$ cat src/rtl/fp_acc_seq_if.sv
// fp_acc_seq_if: sample-in and result-out valid/ready streams of the FP32
// accumulator. The slave modport is the accumulator's view; the master
// modport is the producer/consumer environment's view.
interface fp_acc_seq_if;
    logic        in_valid;
    logic        in_ready;
    logic [31:0] in_data;
    logic        out_valid;
    logic        out_ready;
    logic [31:0] out_data;

    modport slave (
        input  in_valid, in_data, out_ready,
        output in_ready, out_valid, out_data
    );

    modport master (
        output in_valid, in_data, out_ready,
        input  in_ready, out_valid, out_data
    );
endinterface

$ cat src/rtl/fp_acc_seq.sv
// fp_acc_seq: sequential FP32 accumulator wrapped around an external
// combinational adder. It sums a programmed number of |sample| values and
// hands the total out on a valid/ready stream.
// Optional feature: define FP_ACC_SAT_EN to saturate to +inf on exponent
// overflow and raise the sticky ovf flag; otherwise the raw adder sum is kept
// and ovf stays 0.
module fp_acc_seq #(
    parameter int CNT_W = 8
) (
    input  logic             clk,
    input  logic             rst_n,
    input  logic             start,
    input  logic [CNT_W-1:0] len,
    fp_acc_seq_if.slave      bus,
    output logic [31:0]      add_a,
    output logic [31:0]      add_b,
    input  logic [31:0]      add_s,
    output logic             busy,
    output logic             ovf
);

    typedef enum logic [1:0] {
        IDLE,
        ACC,
        DONE
    } state_t;

    localparam logic [31:0] POS_INF = 32'h7F80_0000;

    state_t           state_q, state_d;
    logic [31:0]      acc_q, acc_d;
    logic [CNT_W-1:0] cnt_q, cnt_d;
    logic             first_q, first_d;
    logic             ovf_q, ovf_d;

    logic [31:0]      sample_abs;
    logic             unused_sign;

    // The adder only understands positive operands, so the sign bit is
    // dropped here and never reaches the datapath.
    assign sample_abs  = {1'b0, bus.in_data[30:0]};
    assign unused_sign = bus.in_data[31];

    // State register: all flops share one synchronous active-low reset.
    always_ff @(posedge clk) begin
        if (!rst_n) begin
            state_q <= IDLE;
            acc_q   <= 32'h0;
            cnt_q   <= '0;
            first_q <= 1'b1;
            ovf_q   <= 1'b0;
        end else begin
            state_q <= state_d;
            acc_q   <= acc_d;
            cnt_q   <= cnt_d;
            first_q <= first_d;
            ovf_q   <= ovf_d;
        end
    end

    // Next-state and datapath update; the first sample of a run bypasses the
    // adder so a zero accumulator is never presented as an operand.
    always_comb begin
        state_d = state_q;
        acc_d   = acc_q;
        cnt_d   = cnt_q;
        first_d = first_q;
        ovf_d   = ovf_q;
        unique case (state_q)
            IDLE: begin
                if (start) begin
                    ovf_d   = 1'b0;
                    cnt_d   = len;
                    first_d = 1'b1;
                    if (len == '0) begin
                        acc_d   = 32'h0;
                        state_d = DONE;
                    end else begin
                        state_d = ACC;
                    end
                end
            end
            ACC: begin
                if (bus.in_valid) begin
                    if (first_q) begin
                        acc_d   = sample_abs;
                        first_d = 1'b0;
                    end else begin
`ifdef FP_ACC_SAT_EN
                        if (ovf_q) begin
                            acc_d = POS_INF;
                        end else if (add_s[30:23] == 8'hFF) begin
                            acc_d = POS_INF;
                            ovf_d = 1'b1;
                        end else begin
                            acc_d = add_s;
                        end
`else
                        acc_d = add_s;
`endif
                    end
                    cnt_d = cnt_q - CNT_W'(1);
                    if (cnt_q == CNT_W'(1)) begin
                        state_d = DONE;
                    end
                end
            end
            DONE: begin
                if (bus.out_ready) begin
                    state_d = IDLE;
                    first_d = 1'b1;
                end
            end
            default: begin
                state_d = IDLE;
            end
        endcase
`ifndef FP_ACC_SAT_EN
        ovf_d = 1'b0;
`endif
    end

    // Outputs decode from the state alone; the adder operands are always live.
    always_comb begin
        bus.in_ready  = (state_q == ACC);
        bus.out_valid = (state_q == DONE);
        bus.out_data  = acc_q;
        busy          = (state_q == ACC) || (state_q == DONE);
        ovf           = ovf_q;
        add_a         = acc_q;
        add_b         = sample_abs;
    end

endmodule

$ cat src/flat_wrapper.sv
// flat-port wrapper written by rule: the top's interface ports become plain ports
module fp_acc_seq_flat 
#(
    parameter int CNT_W = 8
)
  (clk, rst_n, start, len, add_a, add_b, add_s, busy, ovf, bus_in_valid, bus_in_data, bus_out_ready, bus_in_ready, bus_out_valid, bus_out_data);
  fp_acc_seq_if bus_i ();
  input  logic clk;
  input  logic rst_n;
  input  logic start;
  input  logic [CNT_W-1:0] len;
  output logic [31:0] add_a;
  output logic [31:0] add_b;
  input  logic [31:0] add_s;
  output logic busy;
  output logic ovf;
  input wire logic [$bits(bus_i.in_valid)-1:0] bus_in_valid;
  input wire logic [$bits(bus_i.in_data)-1:0] bus_in_data;
  input wire logic [$bits(bus_i.out_ready)-1:0] bus_out_ready;
  output wire logic [$bits(bus_i.in_ready)-1:0] bus_in_ready;
  output wire logic [$bits(bus_i.out_valid)-1:0] bus_out_valid;
  output wire logic [$bits(bus_i.out_data)-1:0] bus_out_data;
  assign bus_i.in_valid = bus_in_valid;
  assign bus_i.in_data = bus_in_data;
  assign bus_i.out_ready = bus_out_ready;
  assign bus_in_ready = bus_i.in_ready;
  assign bus_out_valid = bus_i.out_valid;
  assign bus_out_data = bus_i.out_data;
  fp_acc_seq #(.CNT_W(CNT_W)) u_core (.clk(clk), .rst_n(rst_n), .start(start), .len(len), .bus(bus_i), .add_a(add_a), .add_b(add_b), .add_s(add_s), .busy(busy), .ovf(ovf));
endmodule
$ cat config.mk
export PLATFORM = sky130hd
export DESIGN_NAME = fp_acc_seq_flat
export DESIGN_NICKNAME = d
export VERILOG_FILES = /design/src/rtl/fp_acc_seq_if.sv /design/src/rtl/fp_acc_seq.sv /design/src/flat_wrapper.sv
export SDC_FILE = /design/constraint.sdc
export NUM_CORES = 1
export LEC_CHECK = 0
export CORE_UTILIZATION = 32
export CTS_BUF_LIST = sky130_fd_sc_hd__clkbuf_4 sky130_fd_sc_hd__clkbuf_8
export DETAILED_ROUTE_END_ITERATION = 7
export DONT_BUFFER_PORTS = 1
export PLACE_DENSITY_LB_ADDON = 0.2
export SLEW_MARGIN = 10
export SYNTH_ARGS = -nofsm -noshare
export SYNTH_HDL_FRONTEND = slang
export SYNTH_SLANG_ARGS = --single-unit
$ cat constraint.sdc
create_clock -name clk -period 2.06 [get_ports clk]
set_input_delay 0 -clock clk [delete_from_list [all_inputs] [get_ports clk]]
set_output_delay 0 -clock clk [all_outputs]
set_load 0.1 [all_outputs]
==> impl_results.md <==
* Ys Warns at 0
* Max-cap violations at 0
* Postcts setup bufs at 0
* GR Util All Layers at between 10% and 20%
* Peak VDD IR at 982 uV
* DIE HEIGHT at 97.6 um
* Net Sw Frac at approximately 52%
* Synth Flop Type: dfxtp_1
* Net switching power at about 0.0023 W
* Final setup viols at 0
* Largest net degree at the start of global routing at 46
* WP buf/inv at 1
* Tmin final at 1900 ps
* Most instantiated cells after synthesis: 76 x nand2_1, 65 x buf_4, 43 x dfxtp_1, 34 x mux2i_1, 32 x mux2_2
* Count leader, synth: nand2_1
* Number of flops mapped to enable cells by yosys at 0
* Syn Area/Cell at 8.49 um^2
* Outcome: finished, final reports clean
* Final Non-Filler Cells at 426
* R2r setup slk at 160 ps
* Initial Util at 33.3%
* Share of post-route cells with drive strength above 1 at 38.4%
* Area used by multi-input combinational logic at 1460 um^2
* Critical path, cell by cell: inv_1 -> ha_1 -> nor2b_1 -> or3_1 -> o311a_1
* Worst hold path type: input port to primary output
* Synth Cell Area at approximately 3000 um^2
* Vias per cell at between 4 and 5
* Period utilisation layout at 92.0%
* Iteration-0 DRC Markers at 54
* Slowest-stage cell, CP: or3_1
* Antenna violations before repair at 0
* Total grt overflow at 0
* Worst slew pin tran at 564 ps
* Routed WL per cell at ~15 um
* Leading area contributor after synthesis: dfxtp_1
* Clock-pin transition on the worst setup and hold timing paths at 80 ps
* Final ANT Viol Nets at 0
* Core area at approximately 8800 um^2
* Die extent in x at ~100 um
* FF+latch count, synth at 43
* Fin. Hold Viols at 0
* Syn-to-layout area delta at 4.84%
* Setup TNS at 0 ps
* Cell Pwr Density at ~1500 nW/um^2
* RSZ-0062 raised after global routing: false
* Final HPWL DP at 4760 um
* Hold Buf Count CTS at 8
* Ports at 177
* DR pass1 iterations at 4
* CTS Buffer Depth at 2
* Row count at 34
* # resized after CTS at 0
* Synth top area cells: dfxtp_1 29%, buf_4 17%, mux2_2 12%, mux2i_1 12%, nand2_1 9.8%
* Vias in the first global route at 2076
* Fin Hold WS at 0.0441 ps
* Clk pwr share at 11.3%
* Dpl cells at 412
* Number of diodes at 0
* Critical path type: register to register
* Sequential share of power at 26.1%
* I/O Buffers at 0
* Pins Over Slew Limit at 0
* Sequential share of the synthesized area at 29.5%
* Data arrival time of the worst path at 2080 ps
* DP Worst Slack at 157 ps
* Clock Skew at 3.76 ps
* Design area at slightly above 3000 um^2
* CP endpoint kind: register
* H-tree levels at 2
* Fin worst setup slack at 164 ps
* Relative slew slack at 62.7%
* Delay-heaviest family, CP: simple AND/OR/NAND/NOR gates
* CP max stage delay at 510 ps
* Dpl cell area at 2900 um^2
* FMAX at 0.527 GHz
* Root Buffer: clkbuf_8
* Cell Int Power at 0.00219 W
* Post-synth top area share at 29.5%
* Yosys cell types at 38
* WL final at 6600 um
* Ys async rst share at 0%
* CTS Buf Count at 5
* Sequential cell area at 902 um^2
* Leak Pwr at 1.38 nW
* Via count at 2103
* DRC Markers at 0
* Clock sink count at between 40 and 50
* CTS tree: done
* Nature of the critical path startpoint: register
* Die area at between 9000 and 10000 um^2
* Post-Syn Instances at 344
* Worst-Skew Late Latency at between 200 and 300 ps
* Final nets at about 400
* CP Max Fanout at 6
* # fillers at ~920
* Worst EP required at roughly 2200 ps
* Comb power frac at 62.6%
* Final GP Congestion at 0.842
* First-pass GRT wire length at just over 10000 um
-- stage by stage --
stage	total power [W]	util, %
floorplan	0.00385	-
global placement	0.00401	33.1
detailed placement	0.00403	33.1
CTS	0.00461	35.0
global route	0.00481	35.0
finish	0.00452	35.0
-- registers in the layout (all words and copies together), names as in the netlist --
register / count
u_core.cnt_q: 8
u_core.first_q: 1
u_core.state_q: 2
u_core.add_a: 32
-- layer usage --
metal | share of wire [%] | global-route usage [%] | vias up
li1 | - | - | 1022
met1 | 41 | 15.5 | 949
met2 | 50 | 24.3 | 121
met3 | 7.5 | 4.10 | 11
met4 | 1.6 | 5.32 | 0
met5 | 0 | 0 | -
-- layout by cell type, fill, tap and decap left out, types with 4 or more instances in the layout --
cell type      synthesis  routed
mux2i_1               34      34
ha_1                   6       5
clkbuf_8               0       5
mux2_2                32      32
inv_1                  9       9
a21oi_1                7       7
dfxtp_2                0      33
nand2_1               76      76
dfxtp_1               43      10
o21ai_1                4       4
buf_12                 0       4
dlygate4sd3_1          0       7
buf_4                 65      41
nor2_1                 6       6
nor2b_1                6       6
-- area by class of cell --
class                      count  share of cell area (%)
multi-input combinational    208                    47.6
sequential                    43                    29.5
timing repair buffer          52                    15.0
tap                          108                    4.41
clock buffer                   6                    2.49
inverter                       9                    1.10
-- power by group through the flow --
stage | clock (W) | combinational [W] | sequential (W)
2_1_floorplan | 0 | 0.00238 | 0.00147
3_3_place_gp | 0 | 0.00281 | 0.00119
3_5_place_dp | 0 | 0.00283 | 0.00120
4_1_cts | 0.000553 | 0.00287 | 0.00118
5_1_grt | 0.000586 | 0.00301 | 0.00121
6_report | 0.000513 | 0.00283 | 0.00118
-- kinds of logic after synthesis --
group	after synthesis	synth area share (%)
simple gates	105	16.1
fa+ha+maj	6	2.57
flops	43	29.5
compound gates	29	6.60
mux	66	24.0
buf+inv	94	21.2
other cells	1	0.128
-- path summary, 6_finish.rpt --
path                                   startpoint               to  cells past startpoint
worst max-delay path            u_core.state_q[0]  u_core.cnt_q[0]                      5
worst min-delay path               bus_in_data[1]         add_b[1]                      0
worst max register to register  u_core.state_q[0]  u_core.cnt_q[0]                      5
worst min register to register    u_core.add_a[9]  u_core.add_a[9]                      2
Note: power is estimated with default switching activity, not from simulation.
